--- src/rtl/hall_pkg.sv ---
// hall_pkg: sector/state types and hall-code decode shared by the hall speed decoder.
package hall_pkg;
  localparam int HALL_SECTORS = 6;
  typedef enum logic [2:0] {S0, S1, S2, S3, S4, S5, UNKNOWN = 3'd7} sector_t;
  typedef enum logic [1:0] {UNLOCKED, TRACKING, FAULT} state_t;
  function automatic sector_t hall_to_sector(input logic [2:0] code);
    case (code)
      3'b100: return S0;
      3'b110: return S1;
      3'b010: return S2;
      3'b011: return S3;
      3'b001: return S4;
      3'b101: return S5;
      default: return UNKNOWN;
    endcase
  endfunction
endpackage

--- src/rtl/hall_input_filter.sv ---
// hall_input_filter: 2-FF synchronizer for {U,V,W}; HALL_DEGLITCH_EN adds a per-bit stability filter.
module hall_input_filter #(
  parameter int FILTER_CYCLES = 15
) (
  input  logic       clk,
  input  logic       reset,
  input  logic [2:0] raw,
  output logic [2:0] h
);
  logic [2:0] s1, s2;
  if (FILTER_CYCLES < 2) begin : g_bad
    $error("FILTER_CYCLES must be at least 2");
  end
  always_ff @(posedge clk or posedge reset)
    if (reset) {s2, s1} <= '0;
    else {s2, s1} <= {s1, raw};
`ifdef HALL_DEGLITCH_EN
  localparam int CW = $clog2(FILTER_CYCLES + 1);
  for (genvar i = 0; i < 3; i++) begin : g_bit
    logic [CW-1:0] cnt;
    logic hb;
    // The cycle a new level lands in s2 is the first of its FILTER_CYCLES stable cycles.
    always_ff @(posedge clk or posedge reset)
      if (reset) begin
        cnt <= '0;
        hb <= 1'b0;
      end else if (s2[i] == hb) cnt <= '0;
      else if (cnt == CW'(FILTER_CYCLES - 2)) begin
        cnt <= '0;
        hb <= s2[i];
      end else cnt <= cnt + 1'b1;
    assign h[i] = hb;
  end
`else
  assign h = s2;
`endif
endmodule

--- src/rtl/hall_speed_decoder.sv ---
// hall_speed_decoder: hall sector/direction tracking, per-period signed step count and commutation period.
// Define HALL_DEGLITCH_EN to enable the input stability filter.
module hall_speed_decoder
  import hall_pkg::*;
#(
  parameter int DATA_WIDTH     = 16,
  parameter int PERIOD_WIDTH   = 20,
  parameter int TIMEOUT_CYCLES = 1000000,
  parameter int FILTER_CYCLES  = 15
) (
  input  logic                          clk,
  input  logic                          reset,
  input  logic                          trigger,
  input  logic [2:0]                    sensor_hall_uvw,
  output logic signed [DATA_WIDTH-1:0]  speed_source_data,
  output logic [PERIOD_WIDTH-1:0]       period_source_data,
  output logic                          speed_source_valid,
  output logic [2:0]                    hall_sector,
  output logic                          hall_direction,
  output logic                          status_hall_fault_n,
  output logic                          hall_jump
);
  localparam logic [PERIOD_WIDTH-1:0] TMO = PERIOD_WIDTH'(TIMEOUT_CYCLES);
  localparam logic signed [DATA_WIDTH-1:0] ACC_MAX = {1'b0, {(DATA_WIDTH-1){1'b1}}};
  if (longint'(TIMEOUT_CYCLES) >= (longint'(1) << PERIOD_WIDTH)) begin : g_bad
    $error("TIMEOUT_CYCLES must fit in PERIOD_WIDTH");
  end
  logic [2:0] h, nxt, prv;
  state_t state, state_n;
  sector_t sector, sec_in;
  logic moved, fwd, rev, step, jump, entry, same_dir, restart;
  logic signed [DATA_WIDTH-1:0] acc, acc_sum, step_val;
  logic [PERIOD_WIDTH-1:0] cnt, period_last;
  hall_input_filter #(.FILTER_CYCLES(FILTER_CYCLES)) u_filter (
    .clk(clk), .reset(reset), .raw(sensor_hall_uvw), .h(h)
  );
  assign sec_in = hall_to_sector(h);
  assign nxt = 3'(sector) == 3'(HALL_SECTORS - 1) ? 3'd0 : 3'(sector) + 3'd1;
  assign prv = sector == S0 ? 3'(HALL_SECTORS - 1) : 3'(sector) - 3'd1;
  assign moved = state == TRACKING && sec_in != UNKNOWN && sec_in != sector;
  assign fwd = moved && 3'(sec_in) == nxt;
  assign rev = moved && 3'(sec_in) == prv;
  assign step = fwd || rev;
  assign jump = moved && !step;
  assign entry = state != TRACKING && sec_in != UNKNOWN;
  assign same_dir = step && rev == hall_direction;
  assign restart = entry || jump || (step && !same_dir);
  assign step_val = fwd ? DATA_WIDTH'(1) : rev ? '1 : '0;
  assign acc_sum = ((fwd && acc == ACC_MAX) || (rev && acc == -ACC_MAX)) ? acc : acc + step_val;
  assign hall_sector = sector;
  assign status_hall_fault_n = state != FAULT;
  always_comb begin
    state_n = state;
    state_n = sec_in != UNKNOWN ? TRACKING : state == TRACKING ? FAULT : state;
  end
  always_ff @(posedge clk or posedge reset)
    if (reset) begin
      state <= UNLOCKED;
      sector <= UNKNOWN;
      hall_direction <= 1'b0;
      hall_jump <= 1'b0;
      acc <= '0;
      cnt <= TMO;
      period_last <= TMO;
      speed_source_data <= '0;
      period_source_data <= TMO;
      speed_source_valid <= 1'b0;
    end else begin
      state <= state_n;
      // Outside TRACKING the old sector is UNKNOWN, so the decode is always the new sector.
      sector <= sec_in;
      hall_direction <= step ? rev : hall_direction;
      hall_jump <= jump;
      cnt <= (step || restart) ? PERIOD_WIDTH'(1) : cnt == TMO ? TMO : cnt + 1'b1;
      period_last <= same_dir ? cnt : (restart || cnt == TMO) ? TMO : period_last;
      // A step coincident with trigger opens the new window.
      acc <= trigger ? step_val : acc_sum;
      speed_source_valid <= trigger;
      if (trigger) begin
        speed_source_data <= acc;
        period_source_data <= period_last;
      end
    end
endmodule

--- config.mk ---
export PLATFORM = sky130hd
export DESIGN_NAME = hall_speed_decoder
export DESIGN_NICKNAME = d
export VERILOG_FILES = /design/src/rtl/hall_pkg.sv /design/src/rtl/hall_input_filter.sv /design/src/rtl/hall_speed_decoder.sv
export SDC_FILE = /design/constraint.sdc
export NUM_CORES = 1
export LEC_CHECK = 0
export CAP_MARGIN = 20
export CORE_MARGIN = 2
export CORE_UTILIZATION = 30
export CTS_CLUSTER_DIAMETER = 60
export DETAILED_ROUTE_END_ITERATION = 8
export SLEW_MARGIN = 10
export SYNTH_ARGS = -nofsm -noshare
export SYNTH_HDL_FRONTEND = slang
export SYNTH_SLANG_ARGS = --single-unit
--- constraint.sdc ---
create_clock -name clk -period 4.2 [get_ports clk]
set_clock_uncertainty 0.2 [all_clocks]
set_input_delay 0.84 -clock clk [delete_from_list [all_inputs] [get_ports clk]]
set_output_delay 0.84 -clock clk [all_outputs]
set_load 0.01 [all_outputs]
==> impl_metrics.env, run 1 <==
export IMPL_worstMarginPinSlew_ns=0.7235
export IMPL_gp_congestion=0.8152
export IMPL_rrSetupSlack_ns=0.19
export IMPL_die_area_mm2=0.01864
export IMPL_cp_startpoint="u_filter.h[2]"
export IMPL_end_kind="register"
export IMPL_startpoint_type="register"
export IMPL_synth_seq_area_share_pct=50.90
export IMPL_finalNonFillerCells=751
export IMPL_hold_viol=0
export IMPL_syn_mean_instance_area_um2=11.21
export IMPL_path_max_fanout=8
export IMPL_vias=3785
export IMPL_worstPathRequired_ns=4.26
export IMPL_synthTopCellsByArea="dfrtp_1 39%, dfstp_2 12%, mux2_2 7.7%"
export IMPL_syn_inst=470
export IMPL_finalCritPeriodShare_pct=95.42
export IMPL_slew_headroom_pct=51.77
export IMPL_clock_sinks=106
export IMPL_cts_buffers=9
export IMPL_synth_largest_area_cell="dfrtp_1"
export IMPL_grt_pass1_vias=3968
export IMPL_n_antenna_cell=0
export IMPL_syn_area_mm2=0.005270
export IMPL_hp_class="register to register"
export IMPL_initial_core_util_pct=30.57
export IMPL_synthToLayoutAreaGrowth_pct=20.61
export IMPL_synth_top_cell_area_share_pct=38.94
export IMPL_status="completed"
export IMPL_period_needed_ns=4.008
export IMPL_wl_mm=11.69
export IMPL_nNetsFinal=545
export IMPL_setup_viol=0
export IMPL_core_mm2=0.01724
export IMPL_tritoncts="done"
export IMPL_ys_flop_type="dfrtp_1"
export IMPL_synth_edff_count=0
export IMPL_power_density_mw_per_mm2=404.3
export IMPL_drtIter0Drc=133
export IMPL_fmax_mhz=249.5
export IMPL_grt_total_usage_pct=13.33
export IMPL_antenna_found_initial=0
export IMPL_core_rowCount=48
export IMPL_dpl_cell_count=730
export IMPL_overflow=0
export IMPL_ir_worst_vdd_mv=0.2015
export IMPL_vias_per_cell=5.040
export IMPL_numPortBuffers=48
export IMPL_drc=0
export IMPL_drive_gt1_share_pct=19.96
export IMPL_wl_per_cell_um=15.56
export IMPL_ys_warn_count=0
export IMPL_ys_types=63
export IMPL_leakage_nw=2.722
export IMPL_die_h_um=136.5
export IMPL_syn_num_nets=494
export IMPL_grt_pass1_wl_mm=19.49
export IMPL_die_x_um=136.5
export IMPL_cts_buffer_depth=2
export IMPL_cts_root_buf="clkbuf_16"
export IMPL_slew_violations=0
export IMPL_holdCritStartpoint="u_filter.s1[0]"
export IMPL_clock_latency_ns=0.36
export IMPL_cp_arrival_ns=4.07
export IMPL_drv_cap=0
export IMPL_post_route_util_pct=36.88
export IMPL_clkTransAtPathRegs_ns=0.08
export IMPL_grt_max_degree=62
export IMPL_worstReg2RegStart="u_filter.h[2]"
export IMPL_finalSetupTns_ns=0
export IMPL_cts_hold_buffers_added=0
export IMPL_async_reset_ff_share_pct=100.0
export IMPL_dp_hpwl_mm=7.950
export IMPL_fin_total_pwr_w=0.002570
export IMPL_critPathKind="register to register"
export IMPL_rsz0062_at_grt="false"
export IMPL_cts_max_level=3
export IMPL_first_pass_iters=4
export IMPL_fin_worst_hold_slack_ns=0.1501
export IMPL_ioPinCount=49
export IMPL_ys_seq_elements=106
export IMPL_n_fill_cell=1674
export IMPL_ant_nets=0
==> placed cells by master, fill, tap and decap left out, types with 15 or more instances in the layout <==
cell and count:
dfrtp_1 81, nand2_1 16, xor2_1 15, nor2_1 50, mux2_2 36, ha_1 17
dfstp_2 24, a21oi_1 15, xnor2_1 15, clkdlybuf4s50_1 47
==> layer usage <==
metal  global-route usage [%]  part of all wire (%)  vias to the layer above
li1                         -                     -                     1793
met1                    16.68                    44                     1864
met2                    21.64                    48                      104
met3                    3.148                   5.4                       24
met4                    6.481                   2.7                        0
met5                        0                     0                        -
==> critical path: stages, from the launching register on <==
cell and delay [ns]:
dfrtp_1 0.46, or4b_1 0.55, o221ai_1 0.10, a221oi_1 0.11
or2_4 0.28, clkinv_8 0.07, ha_1 0.24, a211o_1 0.33
o41ai_4 0.38, a21oi_2 0.14, a221o_1 0.42, mux2_4 0.32
a2111oi_2 0.32
==> final cells by class <==
class | count | area [µm²] | area share (%)
clock inverters | 7 | 61.31 | 0.9646
well taps | 225 | 281.5 | 4.429
inverters | 12 | 60.06 | 0.9449
multi-input cells | 331 | 2459 | 38.68
repair buffers | 61 | 585.6 | 9.213
flip-flops and latches | 106 | 2684 | 42.22
clock buffers | 9 | 225.2 | 3.543
==> synth_stat cells (5+ instances only) <==
| master | instances |
|---|---|
| nand4_1 | 6 |
| xor2_1 | 15 |
| buf_2 | 12 |
| o21a_1 | 11 |
| o21ai_0 | 8 |
| mux2i_1 | 5 |
| nor4_1 | 5 |
| a21oi_1 | 17 |
| ha_1 | 17 |
| o22a_1 | 8 |
| nand3_1 | 14 |
| nand2b_1 | 10 |
| mux2_2 | 36 |
| nor3_1 | 9 |
| nand2_1 | 16 |
| dfrtp_1 | 82 |
| xnor2_1 | 15 |
| and3_1 | 7 |
| nor2_1 | 50 |
| dfstp_2 | 24 |
| nor2b_1 | 8 |
| a22o_1 | 13 |
| a21o_1 | 5 |
| inv_1 | 11 |
==> final timing paths <==
path / to / depth (start not counted)
setup / recovery: acc[15] / 12
hold / removal: u_filter.h[0] / 0
setup reg to reg: acc[15] / 12
hold reg to reg: u_filter.h[0] / 0
max in group asynchronous: period_source_data[9] / 3
min in group asynchronous: acc[9] / 2
==> cell families (layout without fill, tap and decap cells) <==
| kind of cell | Yosys count | count (layout) | synth area share (%) |
|---|---|---|---|
| fa+ha+maj | 18 | 18 | 4.416 |
| simple gates | 148 | 148 | 14.60 |
| flops | 106 | 106 | 50.90 |
| compound gates | 93 | 93 | 13.08 |
| buf+inv | 33 | 89 | 3.086 |
| mux | 42 | 42 | 8.927 |
| xor+xnor | 30 | 30 | 4.986 |
==> sequential cells by signal (all words and copies together), names as in the netlist <==
| signal | cells |
|---|---|
| speed_source_valid | 1 |
| hall_jump | 1 |
| u_filter.h | 3 |
| hall_direction | 1 |
| period_source_data | 20 |
| acc | 16 |
| speed_source_data | 16 |
| cnt | 20 |
| u_filter.s1 | 3 |
| state | 2 |
| period_last | 20 |
| hall_sector | 3 |
==> power by group <==
part | switching, W | total, W | internal [W]
clock network | 0.000410 | 0.000824 | 0.000414
logic | 0.000245 | 0.000500 | 0.000255
registers | 0.0000978 | 0.00125 | 0.00115
total | 0.000752 | 0.00257 | 0.00182
==> stage by stage <==
stage          area (µm²)  worst slack (ns)
3_3_place_gp         5997            0.1736
5_1_grt              6356           0.01340
2_1_floorplan        5270            0.2977
4_1_cts              6284          0.004756
3_5_place_dp         5997           0.03010
6_report             6356            0.1924
==> timing repair <==
action	4_1_cts	5_1_grt
setup buffers	0	4
hold endpoints to repair	0	0
gates resized for setup	0	8
endpoints found under the setup margin	0	4
Power figures use the tool's default switching activity.
==> inputs of run 2 (changes only) <==
--- a/config.mk
+++ b/config.mk
@@ -10,7 +10,7 @@
 export CORE_UTILIZATION = 30
 export CTS_CLUSTER_DIAMETER = 60
 export DETAILED_ROUTE_END_ITERATION = 8
-export SLEW_MARGIN = 10
+export SLEW_MARGIN = 30
 export SYNTH_ARGS = -nofsm -noshare
 export SYNTH_HDL_FRONTEND = slang
 export SYNTH_SLANG_ARGS = --single-unit
==> constraint.sdc (replaced) <==
create_clock -name clk -period 4.8 [get_ports clk]
set_clock_uncertainty 0.2 [all_clocks]
set_input_delay 0.96 -clock clk [delete_from_list [all_inputs] [get_ports clk]]
set_output_delay 0.96 -clock clk [all_outputs]
set_load 0.01 [all_outputs]
==> impl_metrics.env, run 2 (synthesis gave the netlist of run 1 again) <==
export IMPL_slew_violations=0
export IMPL_worstPathRequired_ns=4.84
export IMPL_finalCritPeriodShare_pct=92.02
export IMPL_grt_max_degree=65
export IMPL_r2r_end="acc[15]"
export IMPL_cts_hold_buffers_added=0
export IMPL_layout_commonest_cell="dfrtp_1"
export IMPL_status="completed"
export IMPL_cp_top_family="compound AO/OA/AOI/OAI gates"
export IMPL_die_area_mm2=0.01864
export IMPL_vias_per_cell=4.957
export IMPL_die_h_um=136.5
export IMPL_tritoncts="done"
export IMPL_drtIter0Drc=127
export IMPL_worstMarginPinSlew_ns=0.7926
export IMPL_overflow=0
export IMPL_initial_core_util_pct=30.57
export IMPL_critPathKind="register to register"
export IMPL_fin_total_pwr_w=0.002216
export IMPL_crit_slowest_cell="dfstp_2"
export IMPL_finalSetupTns_ns=0
export IMPL_drc=0
export IMPL_final_cell_mix="82 x dfrtp_1, 49 x nor2_1, 47 x clkdlybuf4s50_1"
export IMPL_path_max_fanout=19
export IMPL_ir_worst_vdd_mv=0.1693
export IMPL_leakage_nw=2.665
export IMPL_die_x_um=136.5
export IMPL_gp_congestion=0.8373
export IMPL_fmax_mhz=226.4
export IMPL_cp_depth=12
export IMPL_top_regs="cnt x20, period_last x20, period_source_data x20"
export IMPL_clock_sinks=106
export IMPL_first_pass_iters=4
export IMPL_slowest_delay_ns=0.70
export IMPL_rrSetupSlack_ns=0.38
export IMPL_grt_pass1_wl_mm=19.33
export IMPL_setup_viol=0
export IMPL_wl_mm=11.15
export IMPL_nNetsFinal=535
export IMPL_drive_gt1_share_pct=17.44
export IMPL_numPortBuffers=48
export IMPL_cp_cell_sequence="or4b_1 > o221ai_1 > a221oi_1 > or2_1 > clkinv_8 > ha_1 > a211o_1 > o41ai_2 > a21oi_1 > a221o_1 > mux2_4 > a2111oi_2"
export IMPL_cts_root_buf="clkbuf_16"
export IMPL_cp_arrival_ns=4.46
export IMPL_period_needed_ns=4.417
export IMPL_drv_cap=0
export IMPL_clock_latency_ns=0.35
export IMPL_rsz0062_at_grt="false"
export IMPL_slew_headroom_pct=47.16
export IMPL_worstReg2RegStart="hall_sector[0]"
export IMPL_vias=3673
export IMPL_dp_hpwl_mm=7.802
export IMPL_ioPinCount=49
export IMPL_antenna_found_initial=0
export IMPL_grt_total_usage_pct=13.13
export IMPL_synthToLayoutAreaGrowth_pct=18.26
export IMPL_ctsResizeCount=0
export IMPL_startpoint_type="register"
export IMPL_cts_buffers=9
export IMPL_cts_max_level=3
export IMPL_cts_buffer_depth=2
export IMPL_grt_pass1_vias=3784
export IMPL_end_kind="register"
export IMPL_ant_nets=0
export IMPL_hold_viol=0
export IMPL_holdCritStartpoint="u_filter.s1[0]"
export IMPL_min_path_cells=0
export IMPL_clkTransAtPathRegs_ns=0.07
export IMPL_postCtsSetupBuffers=0
export IMPL_path_buf_inv=1
export IMPL_worstRegToRegCells=12
export IMPL_core_mm2=0.01724
export IMPL_hold_path_end="u_filter.h[0]"
export IMPL_power_density_mw_per_mm2=355.6
export IMPL_hp_class="register to register"
export IMPL_wl_per_cell_um=15.05
export IMPL_n_antenna_cell=0
export IMPL_core_rowCount=48
run 2: where the power goes:
group / leakage [nW] / switching (W) / internal (W)
Clock: 0.145 / 0.000336 / 0.000372
Combinational: 1.17 / 0.000203 / 0.000212
Sequential: 1.35 / 0.0000890 / 0.00100
run 2: how the worst max path moves through the flow:
stage                              start       to  slack, ns
after detailed placement   u_filter.h[0]  acc[15]       0.41
after global placement    hall_sector[0]  acc[15]       0.57
after CTS                  u_filter.h[0]  acc[15]       0.37
after floorplan                    reset   acc[0]       0.89
final                     hall_sector[0]  acc[15]       0.38
after global routing       u_filter.h[0]  acc[15]       0.04
run 2: metrics by stage:
stage	hold WS [ns]	cell area, µm²	worst slack (ns)	util, %	instances
global placement	0.1444	5947	0.5742	34.50	725
detailed placement	0.1347	5949	0.4083	34.52	725
finish	0.1483	6232	0.3832	36.16	741
global route	0.1678	6232	0.03659	36.16	741
CTS	0.1502	6232	0.3741	36.16	741
floorplan	0.1312	5270	0.8908	-	470
run 2: metal layers:
layer | routed length, µm | track usage (%)
met1 | 5044 | 16.81
met2 | 5625 | 22.08
met3 | 304 | 2.037
met4 | 176 | 5.498
met5 | 0 | 0
run 2: area by class of cell:
| type | count | area, µm² |
|---|---|---|
| clock buffer | 10 | 239.0 |
| clock inverter | 6 | 43.79 |
| fill | 1703 | 11000 |
| inverter | 12 | 60.06 |
| multi-input combinational | 331 | 2427 |
| sequential | 106 | 2683 |
| tap | 225 | 281.5 |
| timing repair buffer | 51 | 498.0 |
==> inputs of run 3 (changes only) <==
--- a/config.mk
+++ b/config.mk
@@ -6,10 +6,13 @@
 export NUM_CORES = 1
 export LEC_CHECK = 0
 export CAP_MARGIN = 20
+export CELL_PAD_IN_SITES_DETAIL_PLACEMENT = 1
+export CELL_PAD_IN_SITES_GLOBAL_PLACEMENT = 1
 export CORE_MARGIN = 2
-export CORE_UTILIZATION = 30
+export CORE_UTILIZATION = 50
 export CTS_CLUSTER_DIAMETER = 60
 export DETAILED_ROUTE_END_ITERATION = 8
+export PLACE_DENSITY_LB_ADDON = 0.1
 export SLEW_MARGIN = 30
 export SYNTH_ARGS = -nofsm -noshare
 export SYNTH_HDL_FRONTEND = slang
==> impl_metrics.env, run 3 (synthesis gave the netlist of run 1 again) <==
export IMPL_tritoncts="done"
export IMPL_n_fill_cell=1084
export IMPL_final_cell_mix="82 x dfrtp_1, 49 x nor2_1, 47 x clkdlybuf4s50_1"
export IMPL_grt_total_usage_pct=22.64
export IMPL_n_antenna_cell=0
export IMPL_gr_usage_met2_pct=40.31
export IMPL_gp_congestion=0.8442
export IMPL_clock_latency_ns=0.39
export IMPL_nNetsFinal=535
export IMPL_finalCritPeriodShare_pct=90.90
export IMPL_ant_nets=0
export IMPL_wl_mm=11.68
export IMPL_fin_worst_hold_slack_ns=0.1584
export IMPL_r2r_end="acc[15]"
export IMPL_die_h_um=106.7
export IMPL_rsz0062_at_grt="false"
export IMPL_drv_cap=0
export IMPL_critPathKind="register to register"
export IMPL_clock_sinks=106
export IMPL_grt_pass1_wl_mm=20.18
export IMPL_cts_max_level=3
export IMPL_wl_per_cell_um=17.92
export IMPL_cts_root_buf="clkbuf_8"
export IMPL_core_rowCount=37
export IMPL_grtUsageMet1_pct=27.27
export IMPL_worstReg2RegStart="u_filter.h[2]"
export IMPL_rrSetupSlack_ns=0.44
export IMPL_critical_path_endpoint="acc[15]"
export IMPL_top_regs="cnt x20, period_last x20, period_source_data x20"
export IMPL_multi_input_area_mm2=0.002427
export IMPL_overflow=0
export IMPL_drtIter0Drc=120
export IMPL_met3_usage_pct=5.775
export IMPL_slew_violations=0
export IMPL_clkTransAtPathRegs_ns=0.10
export IMPL_slew_headroom_pct=48.70
export IMPL_cts_buffers=9
export IMPL_synthToLayoutAreaGrowth_pct=13.98
export IMPL_status="completed"
export IMPL_drive_gt1_share_pct=17.25
export IMPL_ir_worst_vdd_mv=0.2691
export IMPL_layout_commonest_cell="dfrtp_1"
export IMPL_initial_core_util_pct=51.28
export IMPL_vias_per_cell=5.755
export IMPL_path_max_fanout=19
export IMPL_cts_buffer_depth=2
export IMPL_vias=3752
export IMPL_startpoint_type="register"
export IMPL_antenna_found_initial=0
export IMPL_grt_max_degree=49
export IMPL_period_needed_ns=4.363
export IMPL_drc=0
export IMPL_cp_arrival_ns=4.45
export IMPL_die_x_um=106.7
export IMPL_grt_most_used_layer="met2"
export IMPL_die_area_mm2=0.01138
export IMPL_end_kind="register"
export IMPL_dp_hpwl_mm=8.283
export IMPL_hp_class="register to register"
export IMPL_setup_viol=0
export IMPL_worstRegToRegCells=13
export IMPL_fmax_mhz=229.2
export IMPL_cp_startpoint="u_filter.h[2]"
export IMPL_core_mm2=0.01028
export IMPL_leakage_nw=2.609
export IMPL_regArea_mm2=0.002683
export IMPL_worstMarginPinSlew_ns=0.7695
export IMPL_hold_viol=0
export IMPL_worstPathRequired_ns=4.89
export IMPL_grt_pass1_vias=4114
export IMPL_numPortBuffers=48
export IMPL_ioPinCount=49
export IMPL_power_density_mw_per_mm2=336.3
export IMPL_first_pass_iters=4
export IMPL_finalSetupTns_ns=0
==> run 3: critical path, stage by stage (launching register included) <==
cell and delay (ns):
dfrtp_1 0.56, or4b_1 0.57, o221ai_1 0.10, a221oi_1 0.12, or2_2 0.42, clkinv_8 0.14
ha_1 0.24, a21oi_1 0.22, nor2_1 0.10, o41ai_2 0.37, a21oi_1 0.18, a221o_1 0.42
mux2_4 0.31, a2111oi_2 0.31
==> run 3: area by class of cell <==
type                       instances  area share (%)
clock buffer                      11           2.187
sequential                       106           44.66
clock inverter                     5          0.6249
multi-input combinational        331           40.41
inverter                          12          0.9998
tap                              136           2.833
timing repair buffer              51           8.290
==> run 3: what timing repair did <==
| action | 4_1_cts | 5_1_grt |
|---|---|---|
| setup buffers | 0 | 0 |
| resized for setup | 0 | 1 |
| setup endpoints to repair | 0 | 1 |
| hold buffers | 0 | 0 |
==> run 3: power breakdown <==
part	leakage (nW)	switching, W	internal (W)
combinational	1.17	0.000208	0.000212
sequential	1.35	0.0000913	0.00100
clock	0.0886	0.000311	0.000193
total	2.61	0.000610	0.00141
==> run 3: how the worst min path moves through the flow <==
stage / startpoint / end / slack (ns) / cells past startpoint
after detailed placement: u_filter.s1[1] / u_filter.h[1] / 0.14 / 0
after global routing: u_filter.s1[2] / u_filter.h[2] / 0.17 / 0
after CTS: u_filter.s1[1] / u_filter.h[1] / 0.16 / 0
after global placement: u_filter.s1[1] / u_filter.h[1] / 0.14 / 0
after floorplan: u_filter.s1[0] / u_filter.h[0] / 0.13 / 0
final: u_filter.s1[1] / u_filter.h[1] / 0.16 / 0
==> run 3: metrics by stage <==
step	setup WS, ns	total power [W]	utilization [%]	instances	area, µm²
detailed placement	0.3153	0.001538	56.78	636	5836
finish	0.4366	0.002020	58.45	652	6007
global route	0.1252	0.002131	58.45	652	6007
global placement	0.5080	0.001514	56.78	636	5836
floorplan	0.8908	0.001350	-	470	5270
CTS	0.2778	0.002044	58.42	652	6005
==> run 3: per-layer routing <==
| layer | wire, µm | part of all wire, % | vias up |
|---|---|---|---|
| met3 | 292 | 2.5 | 11 |
| met1 | 5130 | 44 | 1929 |
| met5 | 0 | 0 | - |
| met2 | 6099 | 52 | 37 |
| met4 | 161 | 1.4 | 0 |
| li1 | - | - | 1775 |
